### src/rtl/grf_wb_arbiter_if.sv
// Bus bundle between the pipeline/aux producer side and the register-file
// write-port arbiter: writeback request, aux queue handshake, hazard lookups, GRF write.
interface grf_wb_arbiter_if;
  // pipeline W-stage writeback
  logic        wb_we;
  logic [4:0]  wb_addr;
  logic [31:0] wb_data;
  logic [31:0] wb_pc;
  logic        wb_hold;

  // auxiliary producer (mul/div, slow load return)
  logic        aux_valid;
  logic        aux_ready;
  logic [4:0]  aux_addr;
  logic [31:0] aux_data;
  logic [31:0] aux_pc;

  // hazard-unit lookups of pending queued writes
  logic [4:0]  rd_a1;
  logic [4:0]  rd_a2;
  logic        pend_hit1;
  logic        pend_hit2;

  // register file write port
  logic        grf_we;
  logic [4:0]  grf_a3;
  logic [31:0] grf_wd;
  logic [31:0] grf_pc;

  // core side: issues requests, observes grants and the GRF write
  modport master (
    output wb_we, wb_addr, wb_data, wb_pc,
    input  wb_hold,
    output aux_valid, aux_addr, aux_data, aux_pc,
    input  aux_ready,
    output rd_a1, rd_a2,
    input  pend_hit1, pend_hit2,
    input  grf_we, grf_a3, grf_wd, grf_pc
  );

  // arbiter side
  modport slave (
    input  wb_we, wb_addr, wb_data, wb_pc,
    output wb_hold,
    input  aux_valid, aux_addr, aux_data, aux_pc,
    output aux_ready,
    input  rd_a1, rd_a2,
    output pend_hit1, pend_hit2,
    output grf_we, grf_a3, grf_wd, grf_pc
  );
endinterface

### src/rtl/grf_wb_arbiter.sv
// Shares the single GRF write port between pipeline writeback and an in-order
// auxiliary write queue, with a starvation guard and pending-write hazard lookup.
module grf_wb_arbiter #(
  parameter int unsigned QDEPTH       = 2,
  parameter int unsigned STARVE_LIMIT = 3
) (
  input logic              clk,
  input logic              reset,
  grf_wb_arbiter_if.slave  bus
);

  localparam int unsigned PW = (QDEPTH > 1) ? $clog2(QDEPTH) : 1;
  localparam int unsigned CW = $clog2(QDEPTH + 1);
  localparam int unsigned SW = (STARVE_LIMIT > 0) ? $clog2(STARVE_LIMIT + 1) : 1;

  typedef struct packed {
    logic [4:0]  addr;
    logic [31:0] data;
    logic [31:0] pc;
  } wr_entry_t;

  wr_entry_t         q_mem [QDEPTH];
  logic [QDEPTH-1:0] q_valid;
  logic [PW-1:0]     head;
  logic [PW-1:0]     tail;
  logic [CW-1:0]     count;
  logic [SW-1:0]     starve_cnt;

  wr_entry_t         head_entry;
  logic              wb_req;
  logic              q_nonempty;
  logic              head_grant;
  logic              wb_grant;
  logic              accept;
  logic              enq;
  logic [QDEPTH-1:0] hit1_vec;
  logic [QDEPTH-1:0] hit2_vec;

  function automatic logic [PW-1:0] ptr_inc(input logic [PW-1:0] p);
    return (p == PW'(QDEPTH - 1)) ? '0 : p + PW'(1);
  endfunction

  assign head_entry = q_mem[head];

  // Arbitration: a starved or uncontested head wins, otherwise the pipeline.
  always_comb begin
    wb_req     = bus.wb_we && (bus.wb_addr != 5'd0);
    q_nonempty = (count != '0);
    head_grant = !reset && q_nonempty &&
                 ((starve_cnt == SW'(STARVE_LIMIT)) || !wb_req);
    wb_grant   = !reset && wb_req && !head_grant;
  end

  // Acceptance ignores a same-cycle dequeue so aux_ready has no path from wb inputs.
  always_comb begin
    bus.aux_ready = (count < CW'(QDEPTH)) && !reset;
    accept        = bus.aux_valid && bus.aux_ready;
    enq           = accept && (bus.aux_addr != 5'd0);
  end

  always_comb begin
    bus.wb_hold = head_grant && wb_req;
    bus.grf_we  = head_grant || wb_grant;
    bus.grf_a3  = 5'd0;
    bus.grf_wd  = 32'd0;
    bus.grf_pc  = 32'd0;
    if (head_grant) begin
      bus.grf_a3 = head_entry.addr;
      bus.grf_wd = head_entry.data;
      bus.grf_pc = head_entry.pc;
    end else if (wb_grant) begin
      bus.grf_a3 = bus.wb_addr;
      bus.grf_wd = bus.wb_data;
      bus.grf_pc = bus.wb_pc;
    end
  end

  // Per-entry address match; the head being committed this cycle still counts.
  for (genvar g = 0; g < QDEPTH; g++) begin : g_hit
    assign hit1_vec[g] = q_valid[g] && (q_mem[g].addr == bus.rd_a1);
    assign hit2_vec[g] = q_valid[g] && (q_mem[g].addr == bus.rd_a2);
  end

  always_comb begin
    bus.pend_hit1 = !reset && (bus.rd_a1 != 5'd0) && (|hit1_vec);
    bus.pend_hit2 = !reset && (bus.rd_a2 != 5'd0) && (|hit2_vec);
  end

  // Payload storage needs no reset; q_valid qualifies every read of it.
  always_ff @(posedge clk) begin
    if (!reset && enq) begin
      q_mem[tail] <= '{addr: bus.aux_addr, data: bus.aux_data, pc: bus.aux_pc};
    end
  end

  always_ff @(posedge clk) begin
    if (reset) begin
      head       <= '0;
      tail       <= '0;
      count      <= '0;
      q_valid    <= '0;
      starve_cnt <= '0;
    end else begin
      if (enq) begin
        q_valid[tail] <= 1'b1;
        tail          <= ptr_inc(tail);
      end
      if (head_grant) begin
        q_valid[head] <= 1'b0;
        head          <= ptr_inc(head);
      end

      case ({enq, head_grant})
        2'b10:   count <= count + CW'(1);
        2'b01:   count <= count - CW'(1);
        default: count <= count;
      endcase

      if (!q_nonempty || head_grant) begin
        starve_cnt <= '0;
      end else if (starve_cnt != SW'(STARVE_LIMIT)) begin
        starve_cnt <= starve_cnt + SW'(1);
      end
    end
  end

endmodule

### src/flat_wrapper.sv
// flat-port wrapper written by rule: the top's interface ports become plain ports
module grf_wb_arbiter_flat 
#(
  parameter int unsigned QDEPTH       = 2,
  parameter int unsigned STARVE_LIMIT = 3
)
  (clk, reset, bus_wb_we, bus_wb_addr, bus_wb_data, bus_wb_pc, bus_wb_hold, bus_aux_valid, bus_aux_addr, bus_aux_data, bus_aux_pc, bus_aux_ready, bus_rd_a1, bus_rd_a2, bus_pend_hit1, bus_pend_hit2, bus_grf_we, bus_grf_a3, bus_grf_wd, bus_grf_pc);
  grf_wb_arbiter_if bus_i ();
  input logic clk;
  input logic reset;
  input wire logic [$bits(bus_i.wb_we)-1:0] bus_wb_we;
  input wire logic [$bits(bus_i.wb_addr)-1:0] bus_wb_addr;
  input wire logic [$bits(bus_i.wb_data)-1:0] bus_wb_data;
  input wire logic [$bits(bus_i.wb_pc)-1:0] bus_wb_pc;
  output wire logic [$bits(bus_i.wb_hold)-1:0] bus_wb_hold;
  input wire logic [$bits(bus_i.aux_valid)-1:0] bus_aux_valid;
  input wire logic [$bits(bus_i.aux_addr)-1:0] bus_aux_addr;
  input wire logic [$bits(bus_i.aux_data)-1:0] bus_aux_data;
  input wire logic [$bits(bus_i.aux_pc)-1:0] bus_aux_pc;
  output wire logic [$bits(bus_i.aux_ready)-1:0] bus_aux_ready;
  input wire logic [$bits(bus_i.rd_a1)-1:0] bus_rd_a1;
  input wire logic [$bits(bus_i.rd_a2)-1:0] bus_rd_a2;
  output wire logic [$bits(bus_i.pend_hit1)-1:0] bus_pend_hit1;
  output wire logic [$bits(bus_i.pend_hit2)-1:0] bus_pend_hit2;
  output wire logic [$bits(bus_i.grf_we)-1:0] bus_grf_we;
  output wire logic [$bits(bus_i.grf_a3)-1:0] bus_grf_a3;
  output wire logic [$bits(bus_i.grf_wd)-1:0] bus_grf_wd;
  output wire logic [$bits(bus_i.grf_pc)-1:0] bus_grf_pc;
  assign bus_i.wb_we = bus_wb_we;
  assign bus_i.wb_addr = bus_wb_addr;
  assign bus_i.wb_data = bus_wb_data;
  assign bus_i.wb_pc = bus_wb_pc;
  assign bus_wb_hold = bus_i.wb_hold;
  assign bus_i.aux_valid = bus_aux_valid;
  assign bus_i.aux_addr = bus_aux_addr;
  assign bus_i.aux_data = bus_aux_data;
  assign bus_i.aux_pc = bus_aux_pc;
  assign bus_aux_ready = bus_i.aux_ready;
  assign bus_i.rd_a1 = bus_rd_a1;
  assign bus_i.rd_a2 = bus_rd_a2;
  assign bus_pend_hit1 = bus_i.pend_hit1;
  assign bus_pend_hit2 = bus_i.pend_hit2;
  assign bus_grf_we = bus_i.grf_we;
  assign bus_grf_a3 = bus_i.grf_a3;
  assign bus_grf_wd = bus_i.grf_wd;
  assign bus_grf_pc = bus_i.grf_pc;
  grf_wb_arbiter #(.QDEPTH(QDEPTH), .STARVE_LIMIT(STARVE_LIMIT)) u_core (.clk(clk), .reset(reset), .bus(bus_i));
endmodule
### config.mk
export PLATFORM = sky130hd
export DESIGN_NAME = grf_wb_arbiter_flat
export DESIGN_NICKNAME = d
export VERILOG_FILES = /design/src/rtl/grf_wb_arbiter_if.sv /design/src/rtl/grf_wb_arbiter.sv /design/src/flat_wrapper.sv
export SDC_FILE = /design/constraint.sdc
export NUM_CORES = 1
export LEC_CHECK = 0
export ABC_CLOCK_PERIOD_IN_PS = 7900
export BUFFER_PORTS_ARGS = -buffer_cell sky130_fd_sc_hd__buf_2
export CORE_UTILIZATION = 55
export CTS_BUF_LIST = sky130_fd_sc_hd__clkbuf_4
export CTS_CLUSTER_DIAMETER = 50
export DETAILED_ROUTE_END_ITERATION = 10
export GPL_TIMING_DRIVEN = 0
export PLACE_DENSITY = 0.84
export SYNTH_ARGS = -nofsm -noshare
export SYNTH_HDL_FRONTEND = slang
export SYNTH_SLANG_ARGS = --single-unit
### constraint.sdc
create_clock -name clk -period 7.9 [get_ports clk]
set_input_delay 0.395 -clock clk [delete_from_list [all_inputs] [get_ports clk]]
set_output_delay 0.395 -clock clk [all_outputs]
set_load 0.005 [all_outputs]
; ---- Word-level counts from Yosys, hierarchy flattened
; Memories as Yosys holds them, arrays and structs flattened. A register that Yosys moved wholly into a read port is not among the register bits.
; Cells that the tools add are included.
; W data, S select, Z words.
[word_totals]
ff_bits = 8
ram_bits = 138
in_bits = 152
out_inout_bits = 74
elab_cells = 83
n_memories = 1
[classes]
add_sub_neg = 5
magnitude_cmp = 5
n_eq_ne = 8
n_mux = 20
bitwise = 3
n_reduce_logical = 36
[memory_table]
columns = memory, words, width, rd, rd_ports_with_merged_regs, write_ports, line_no
row1 = u_core.q_mem, 2, 69, 3, 1, 1, grf_wb_arbiter.sv:22  ; wr_entry_t q_mem [QDEPTH];
[ops]
columns = operator, n
row1 = $mux W32, 4
row2 = $eq A5 B5 Y1, 4
row3 = $logic_and A1 B1 Y1, 20
row4 = $reduce_bool A5 Y1, 4
row5 = $mux W5, 2
row6 = $mux W1, 8
row7 = $mux W2, 3
row8 = $reduce_or A2 Y1, 3
row9 = $add A2 B1 Y2 const B, 2
row10 = $eq A2 B2 Y1 const B, 2
row11 = $logic_not A1 Y1, 4
row12 = $lt A1 B2 Y1 const B, 2
row13 = $pmux W2 S2, 1
row14 = $reduce_bool A2 Y1, 2
row15 = $logic_or A1 B1 Y1, 3
row16 = $add A1 B1 Y1 const B, 2
row17 = $and A2 B2 Y2, 1
row18 = $demux W1 S1, 2
row19 = $eq A2 B1 Y1 const B, 1
row20 = $ge A1 B1 Y1 const B, 2
row21 = $lt A2 B2 Y1 const B, 1
row22 = $ne A2 B2 Y1 const B, 1
row23 = $not A2 Y2, 1
row24 = $or A2 B2 Y2, 1
row25 = $sub A2 B1 Y2 const B, 1

; ---- Depth between registers and ports, before layout
; Gate-level depths: netlist of run 1.
[logic_depth]
depth_word = 9
mapped_depth = 9

; ---- Worst setup path before layout of run 1
; OpenSTA, ideal clock, no wires.
[synth_path]
kind = input to register
startpoint = input reset
endpoint = memory u_core.q_mem[1][0] (netlist name) (enable)
setup_ns = 0.498
t_arrival_ns = 3.655
required_ns = 7.402
setup_slack_ns = 3.746
stages = 3
path_buffers = 0
cell_sequence = nor2_1 o211ai_2 nor2_1
[synth_via]
elab_chain_len = 7
[synth_rtl]
columns = item, line_no
row1 = "start, declared", flat_wrapper.sv:10  ; input logic reset;
row2 = $logic_not A1 Y1 *, "grf_wb_arbiter.sv:56, grf_wb_arbiter.sv:91"
row3 = $logic_and A1 B1 Y1, grf_wb_arbiter.sv:56  ; bus.aux_ready = (count < CW'(QDEPTH)) && !reset;
row4 = $logic_and A1 B1 Y1, grf_wb_arbiter.sv:57  ; accept = bus.aux_valid && bus.aux_ready;
row5 = $logic_and A1 B1 Y1, grf_wb_arbiter.sv:58  ; enq = accept && (bus.aux_addr != 5'd0);
row6 = $logic_and A1 B1 Y1 *, grf_wb_arbiter.sv:91  ; if (!reset && enq) begin
row7 = $mux W1 *, grf_wb_arbiter.sv:91
row8 = $mux W1 (not written as such) *, grf_wb_arbiter.sv:92  ; q_mem[tail] <= '{addr: bus.aux_addr, data: bus.aux_data, pc: bus.aux_pc};
row9 = "end, declared", grf_wb_arbiter.sv:22
; Every way passes the cells marked *; elsewhere a longest branch is shown, timed or not.

; ---- Worst setup path after layout of run 1
[layout_path]
startpoint = register u_core.count[1]
endpoint = output bus_grf_wd[17]
[layout_via]
elab_chain_len = 7
[layout_rtl]
columns = item, line_no
row1 = "start, declared", grf_wb_arbiter.sv:26  ; logic [CW-1:0] count;
row2 = "start signal, assigned", grf_wb_arbiter.sv:114  ; 2'b10: count <= count + CW'(1);
row3 = "start signal, assigned", grf_wb_arbiter.sv:115  ; 2'b01: count <= count - CW'(1);
row4 = "start signal, assigned", grf_wb_arbiter.sv:116  ; default: count <= count;
row5 = $reduce_bool A2 Y1 *, grf_wb_arbiter.sv:48  ; q_nonempty = (count != '0);
row6 = $logic_and A1 B1 Y1 * (2 in series), grf_wb_arbiter.sv:49  ; head_grant = !reset && q_nonempty &&
row7 = $logic_not A1 Y1, grf_wb_arbiter.sv:51  ; wb_grant = !reset && wb_req && !head_grant;
row8 = $logic_and A1 B1 Y1, grf_wb_arbiter.sv:51
row9 = $mux W32, grf_wb_arbiter.sv:71  ; end else if (wb_grant) begin
row10 = $mux W32 *, grf_wb_arbiter.sv:67  ; if (head_grant) begin
row11 = "end, declared", flat_wrapper.sv:27  ; output wire logic [$bits(bus_i.grf_wd)-1:0] bus_grf_wd;
; Marks and branches as above.

==> results of run 1 <==
worst paths after layout:
path	endpoint	from	depth (start not counted)
setup / recovery	bus_grf_wd[17]	u_core.count[1]	6
setup reg to reg	u_core.count[1]	u_core.starve_cnt[0]	8
hold / removal	u_core.q_mem[0][48]	bus_aux_data[16]	1
hold reg to reg	u_core.starve_cnt[0]	u_core.starve_cnt[0]	1
per-stage QoR:
stage | instances | utilization (%) | hold WS (ps) | worst slack [ps]
global placement | 747 | 69.3 | 418 | 2090
global route | 815 | 75.6 | 1.76 | 4680
floorplan | 382 | - | 408 | 3750
detailed placement | 751 | 70.1 | 428 | 5370
finish | 815 | 75.6 | 62.7 | 4880
CTS | 788 | 73.3 | 0.000444 | 4790
registers in the layout, summed over array words and instances (netlist names), named ones only:
signal / cells
u_core.tail: 1
u_core.head: 1
u_core.q_valid: 2
u_core.q_mem: 138
u_core.starve_cnt: 2
u_core.count: 2
metal layers:
layer	track usage, %	vias up
li1	-	2107
met1	26.2	2164
met2	42.5	253
met3	7.59	35
met4	9.75	0
met5	0	-
critical path: stages (launching register included):
cell and delay [ps]:
dfxtp_1 350, nor2_1 280, inv_1 90, a211oi_2 670
buf_2 370, o2bb2ai_1 190, buf_2 160
power by group:
group	leakage, nW	internal, mW	total, mW	switching, mW
combinational	1.73	0.127	0.266	0.138
clock	0.158	0.200	0.477	0.276
sequential	1.34	0.891	0.904	0.0128
total	3.23	1.22	1.65	0.428
cells in the final DEF, fill, tap and decap left out, types with 5 or more instances in the layout:
| cell type | instances |
|---|---|
| buf_6 | 9 |
| clkbuf_4 | 19 |
| dlygate4sd3_1 | 31 |
| xor2_1 | 17 |
| xnor2_1 | 6 |
| nor4_1 | 5 |
| buf_2 | 232 |
| edfxtp_1 | 138 |
| clkbuf_1 | 7 |
| dfxtp_1 | 9 |
| nor2_1 | 8 |
| clkinv_4 | 6 |
| mux2i_1 | 69 |
| o2bb2ai_1 | 69 |
final cells by class:
class,instances,share of cell area (%)
Clock buffer,19,1.72
Clock inverter,13,1.82
Tap cell,140,2.11
Antenna cell,1,0.0301
Multi-Input combinational cell,209,21.9
Buffer,23,1.96
Sequential cell,147,52.0
Inverter,3,0.136
Timing Repair Buffer,260,18.3
logic make-up (layout without fill, tap and decap cells):
logic type	after synthesis	after routing	synth area share, %
flip-flops	147	147	68.6
AND/OR/NAND/NOR	33	33	2.88
AO/OA/AOI/OAI	82	82	11.2
XOR/XNOR	23	23	3.20
buffers and inverters	26	318	2.76
other	0	1	0
adder cells (fa/ha/maj)	2	2	0.397
multiplexers	69	69	11.0
==> results.json, run 1 <==
{
  "dpl.hpwl_um": 10300,
  "synth_area_leaders": "edfxtp_1, mux2i_1, o2bb2ai_1, dfxtp_1, xor2_1",
  "outcome": "completed",
  "synth-seq-cells": 147,
  "cts_tree": "built",
  "seq_area_sq_um": 4320,
  "leakagePower_nw": 3.23,
  "top_layer": "met4",
  "fillers": 687,
  "synthDistinctLibCells": 31,
  "ys_seq_area_share_pct": 68.6,
  "overflow": 0,
  "cap_violations": 0,
  "rows": 38,
  "netlist_top_cells_count": "edfxtp_1, mux2i_1, o2bb2ai_1",
  "synth_fp_nets": 536,
  "drtPass1Iterations": 5,
  "grtUsageTotal_pct": 23.9,
  "io-pin-count": 226,
  "ctsHoldBuffers": 5,
  "power_mw": 1.65,
  "die_w_um": 109,
  "finalCriticalPeriod_ps": 3020,
  "die_h_um": 109,
  "nNetsFinal": 815,
  "p_per_area_nw_per_um2": 198,
  "cts_max_level": 4,
  "initialDrtViolationCount": 312,
  "drive_gt1_share_pct": 42.3,
  "fmax_mhz": 331,
  "synth-edff-count": 138,
  "final_max_slew_viol_count": 0,
  "rsz0062_at_grt": "no",
  "area_growth_syn_to_layout_pct": 31.8,
  "tns_ps": 0,
  "postRouteAntennaNets": 0,
  "yosysWarnings": 0,
  "grt_pass1_vias": 4295,
  "die_area_sq_um": 11900,
  "ys_dominant_reg_cell": "edfxtp_1",
  "avgSynthCellArea_sq_um": 16.5,
  "r2r_slack_ps": 5880,
  "drt_wl_total_um": 15400,
  "finalSetupViolations": 0,
  "grt_pass1_wl_um": 20500,
  "start_util_pct": 57.4,
  "route.met3.wl_um": 1340,
  "core_region_area_sq_um": 11000,
  "path_class": "reg -> out",
  "placement.cell_area_sq_um": 7700,
  "slew_headroom_pct": 50.2,
  "antenna_found_initial": 1,
  "fin_crit_sh_pct": 38.3,
  "vias": 4559,
  "cts_setup_buffers": 0,
  "required_ps": 7510,
  "final-hold-violation-count": 0,
  "min_path_type": "in -> reg",
  "vias_per_cell": 5.59,
  "clk_pin_slew_worst_paths_ps": 130,
  "yosys.area.top_type": "edfxtp_1",
  "met2_length_um": 8110,
  "drc": 0,
  "max-vdd-ir-drop_uv": 137,
  "cts_root_buf": "clkbuf_4",
  "final_design_area_no_fill_sq_um": 8310,
  "wl_per_cell_um": 18.9,
  "async_reset_ff_share_pct": 0,
  "syn_area_sq_um": 6300,
  "grt_max_degree": 35,
  "end_kind": "primary output",
  "wl_met1_um": 5580,
  "worst_pin_slew_ps": 746,
  "io_buffers": 225,
  "worst-path-max-fanout": 10,
  "multiInputGateArea_sq_um": 1820,
  "start_kind": "register",
  "final.setup_skew_ps": 21.2,
  "crit_arrival_ps": 2630,
  "yosysMostFrequentCell": "edfxtp_1",
  "clock-sinks": 147,
  "clk_latency_ps": 520,
  "gp_congestion": 0.852,
  "synthCells": 382,
  "cts_buffers": 17,
  "synth_top_area_share_pct": 65.7,
  "cts_buffer_depth": 2,
  "cts_resized": 0
}
(Power assumes the default switching activity.)
==> inputs of run 2 (changes only) <==
--- a/config.mk
+++ b/config.mk
@@ -5,14 +5,15 @@
 export SDC_FILE = /design/constraint.sdc
 export NUM_CORES = 1
 export LEC_CHECK = 0
-export ABC_CLOCK_PERIOD_IN_PS = 7900
+export ABC_AREA = 1
+export ABC_CLOCK_PERIOD_IN_PS = 3100
 export BUFFER_PORTS_ARGS = -buffer_cell sky130_fd_sc_hd__buf_2
-export CORE_UTILIZATION = 55
+export CORE_UTILIZATION = 52
 export CTS_BUF_LIST = sky130_fd_sc_hd__clkbuf_4
 export CTS_CLUSTER_DIAMETER = 50
 export DETAILED_ROUTE_END_ITERATION = 10
 export GPL_TIMING_DRIVEN = 0
-export PLACE_DENSITY = 0.84
+export PLACE_DENSITY = 0.79
 export SYNTH_ARGS = -nofsm -noshare
 export SYNTH_HDL_FRONTEND = slang
 export SYNTH_SLANG_ARGS = --single-unit
==> constraint.sdc (replaced) <==
create_clock -name clk -period 3.1 [get_ports clk]
set_input_delay 0.155 -clock clk [delete_from_list [all_inputs] [get_ports clk]]
set_output_delay 0.155 -clock clk [all_outputs]
set_load 0.005 [all_outputs]
==> run 2 against run 1 <==
Clock skew down 4.0 ps. Cell count up 35%. Synthesized cell count up 57%. First-iteration DRC count up 22%. Clock power up 110%.
==> results.json, run 2 <==
{
  "rows": 41,
  "leakagePower_nw": 4.06,
  "io_buffers": 224,
  "syn_area_sq_um": 6800,
  "nNetsFinal": 1066,
  "path_cells": "ha_1 -> inv_1 -> nand3_1 -> nand2_2 -> buf_2 -> nand3_1 -> nand2_1 -> buf_2",
  "avgSynthCellArea_sq_um": 11.3,
  "grt_pass1_wl_um": 26000,
  "cts_root_buf": "clkbuf_4",
  "finalCriticalPeriod_ps": 2410,
  "area_growth_syn_to_layout_pct": 33.2,
  "clk_latency_ps": 550,
  "grtUsageTotal_pct": 26.0,
  "die_area_sq_um": 13500,
  "rsz0062_at_grt": "no",
  "ys_seq_area_share_pct": 63.6,
  "synth-edff-count": 138,
  "cts_buffers": 17,
  "yosys.area.top_type": "edfxtp_1",
  "power_mw": 3.97,
  "fmax_mhz": 415,
  "drive_gt1_share_pct": 37.9,
  "largest_register": "u_core.q_mem",
  "cap_violations": 0,
  "start_kind": "register",
  "critical_path_buf_inv_count": 3,
  "yosysMostFrequentCell": "nand2_1",
  "start_util_pct": 53.6,
  "synthCells": 599,
  "worst-path-max-fanout": 10,
  "grt_max_degree": 70,
  "yosysWarnings": 0,
  "postRouteAntennaNets": 0,
  "final_max_slew_viol_count": 0,
  "outcome": "completed",
  "drtPass1Iterations": 5,
  "max-vdd-ir-drop_uv": 339,
  "io-pin-count": 226,
  "initialDrtViolationCount": 380,
  "crit_path_top_delay_cell": "dfxtp_1",
  "die_w_um": 116,
  "n_antenna_cell": 0,
  "required_ps": 2940,
  "clk_pin_slew_worst_paths_ps": 110,
  "cts_resized": 0,
  "overflow": 0,
  "vias_per_cell": 5.14,
  "final-hold-violation-count": 0,
  "drc": 0,
  "wl_per_cell_um": 15.9,
  "dpl_worst_slack_ps": 892,
  "cts_buffer_depth": 2,
  "crit_arrival_ps": 2250,
  "p_per_area_nw_per_um2": 439,
  "core_region_area_sq_um": 12700,
  "min_path_type": "in -> reg",
  "async_reset_ff_share_pct": 0,
  "gp_congestion": 0.827,
  "netlist_top_cells_count": "nand2_1, edfxtp_1, nand3_1",
  "critPathMaxStageDelay_ps": 330,
  "cts_tree": "built",
  "final_core_util_pct": 71.5,
  "dpl.hpwl_um": 11200,
  "vias": 5637,
  "final.setup_skew_ps": 17.2,
  "die_h_um": 116,
  "antenna_found_initial": 0,
  "synthDistinctLibCells": 22,
  "synth_top_area_share_pct": 61.0,
  "fin_crit_sh_pct": 77.7,
  "final_cell_mix": "buf_2, nand2_1, edfxtp_1",
  "clock-sinks": 147,
  "cts_setup_buffers": 0,
  "timing.final.ws_setup_ps": 692,
  "synth_area_leaders": "edfxtp_1, mux2_2, nand2_1, nand3_1, dfxtp_1",
  "ys_dominant_reg_cell": "edfxtp_1",
  "cts_max_level": 4,
  "synth-seq-cells": 147,
  "worst_pin_slew_ps": 935,
  "path_class": "reg -> out",
  "largest_reg_flops": 138,
  "final_common_cell": "buf_2",
  "slew_headroom_pct": 37.7,
  "synth_fp_nets": 753,
  "path_delay_family": "simple AND/OR/NAND/NOR gates",
  "ctsHoldBuffers": 70,
  "drt_wl_total_um": 17400,
  "grt_pass1_vias": 5480,
  "end_kind": "primary output",
  "finalSetupViolations": 0
}
==> run 2: cell type report <==
class / count / area [sq um]
repair buffers: 294 / 1820
flip-flops and latches: 147 / 4320
clock inverters: 12 / 66.3
clock buffers: 20 / 150
multi-input cells: 392 / 2150
inverters: 30 / 120
fillers: 934 / 3610
well taps: 172 / 215
plain buffers: 30 / 206
==> run 2: kinds of logic (layout without fill, tap and decap cells) <==
| family | after synthesis | count (layout) | synth area share [%] |
|---|---|---|---|
| XOR/XNOR | 6 | 6 | 0.773 |
| buffers and inverters | 60 | 386 | 4.73 |
| AO/OA/AOI/OAI | 23 | 23 | 1.69 |
| adder cells (fa/ha/maj) | 2 | 2 | 0.368 |
| flip-flops | 147 | 147 | 63.6 |
| multiplexers | 64 | 64 | 10.6 |
| AND/OR/NAND/NOR | 297 | 297 | 18.2 |
==> run 2: final timing paths <==
check | from | endpoint | slack [ps] | cells after the start
hold reg to reg | u_core.starve_cnt[0] | u_core.starve_cnt[0] | 440 | 1
setup / recovery | u_core.starve_cnt[0] | bus_grf_pc[25] | 690 | 8
setup reg to reg | u_core.starve_cnt[0] | u_core.count[1] | 840 | 11
hold / removal | bus_wb_we | u_core.head | 90 | 4
==> run 2: power by group <==
| part | leakage [nW] | internal, mW | switching, mW |
|---|---|---|---|
| logic | 2.60 | 0.338 | 0.354 |
| clock network | 0.129 | 0.330 | 0.663 |
| registers | 1.34 | 2.26 | 0.0261 |
| total | 4.06 | 2.93 | 1.04 |
==> run 2: routing by layer <==
metal	track usage (%)	share of wire [%]	vias to the layer above
met5	0	0	-
met1	29.5	40	2625
li1	-	-	2706
met3	6.43	6.7	38
met4	11.4	2.4	0
met2	46.5	51	268
==> run 2: stage by stage <==
stage | hold slack [ps] | TNS, ps | instance area, sq um | instances
floorplan | 254 | 0 | 6800 | 599
global placement | 342 | -43840 | 8130 | 995
detailed placement | 347 | 0 | 8140 | 995
CTS | 23.6 | 0 | 9060 | 1097
global route | 78.4 | 0 | 9060 | 1097
finish | 91.2 | 0 | 9060 | 1097
==> run 2: worst register-to-register path, delay by kind of cell (launching register included) <==
kind | cells | cell delay [ps]
simple gates | 3 | 540
fa+ha+maj | 2 | 520
buf+inv | 3 | 440
flops | 1 | 330
compound gates | 2 | 240
xor+xnor | 1 | 150
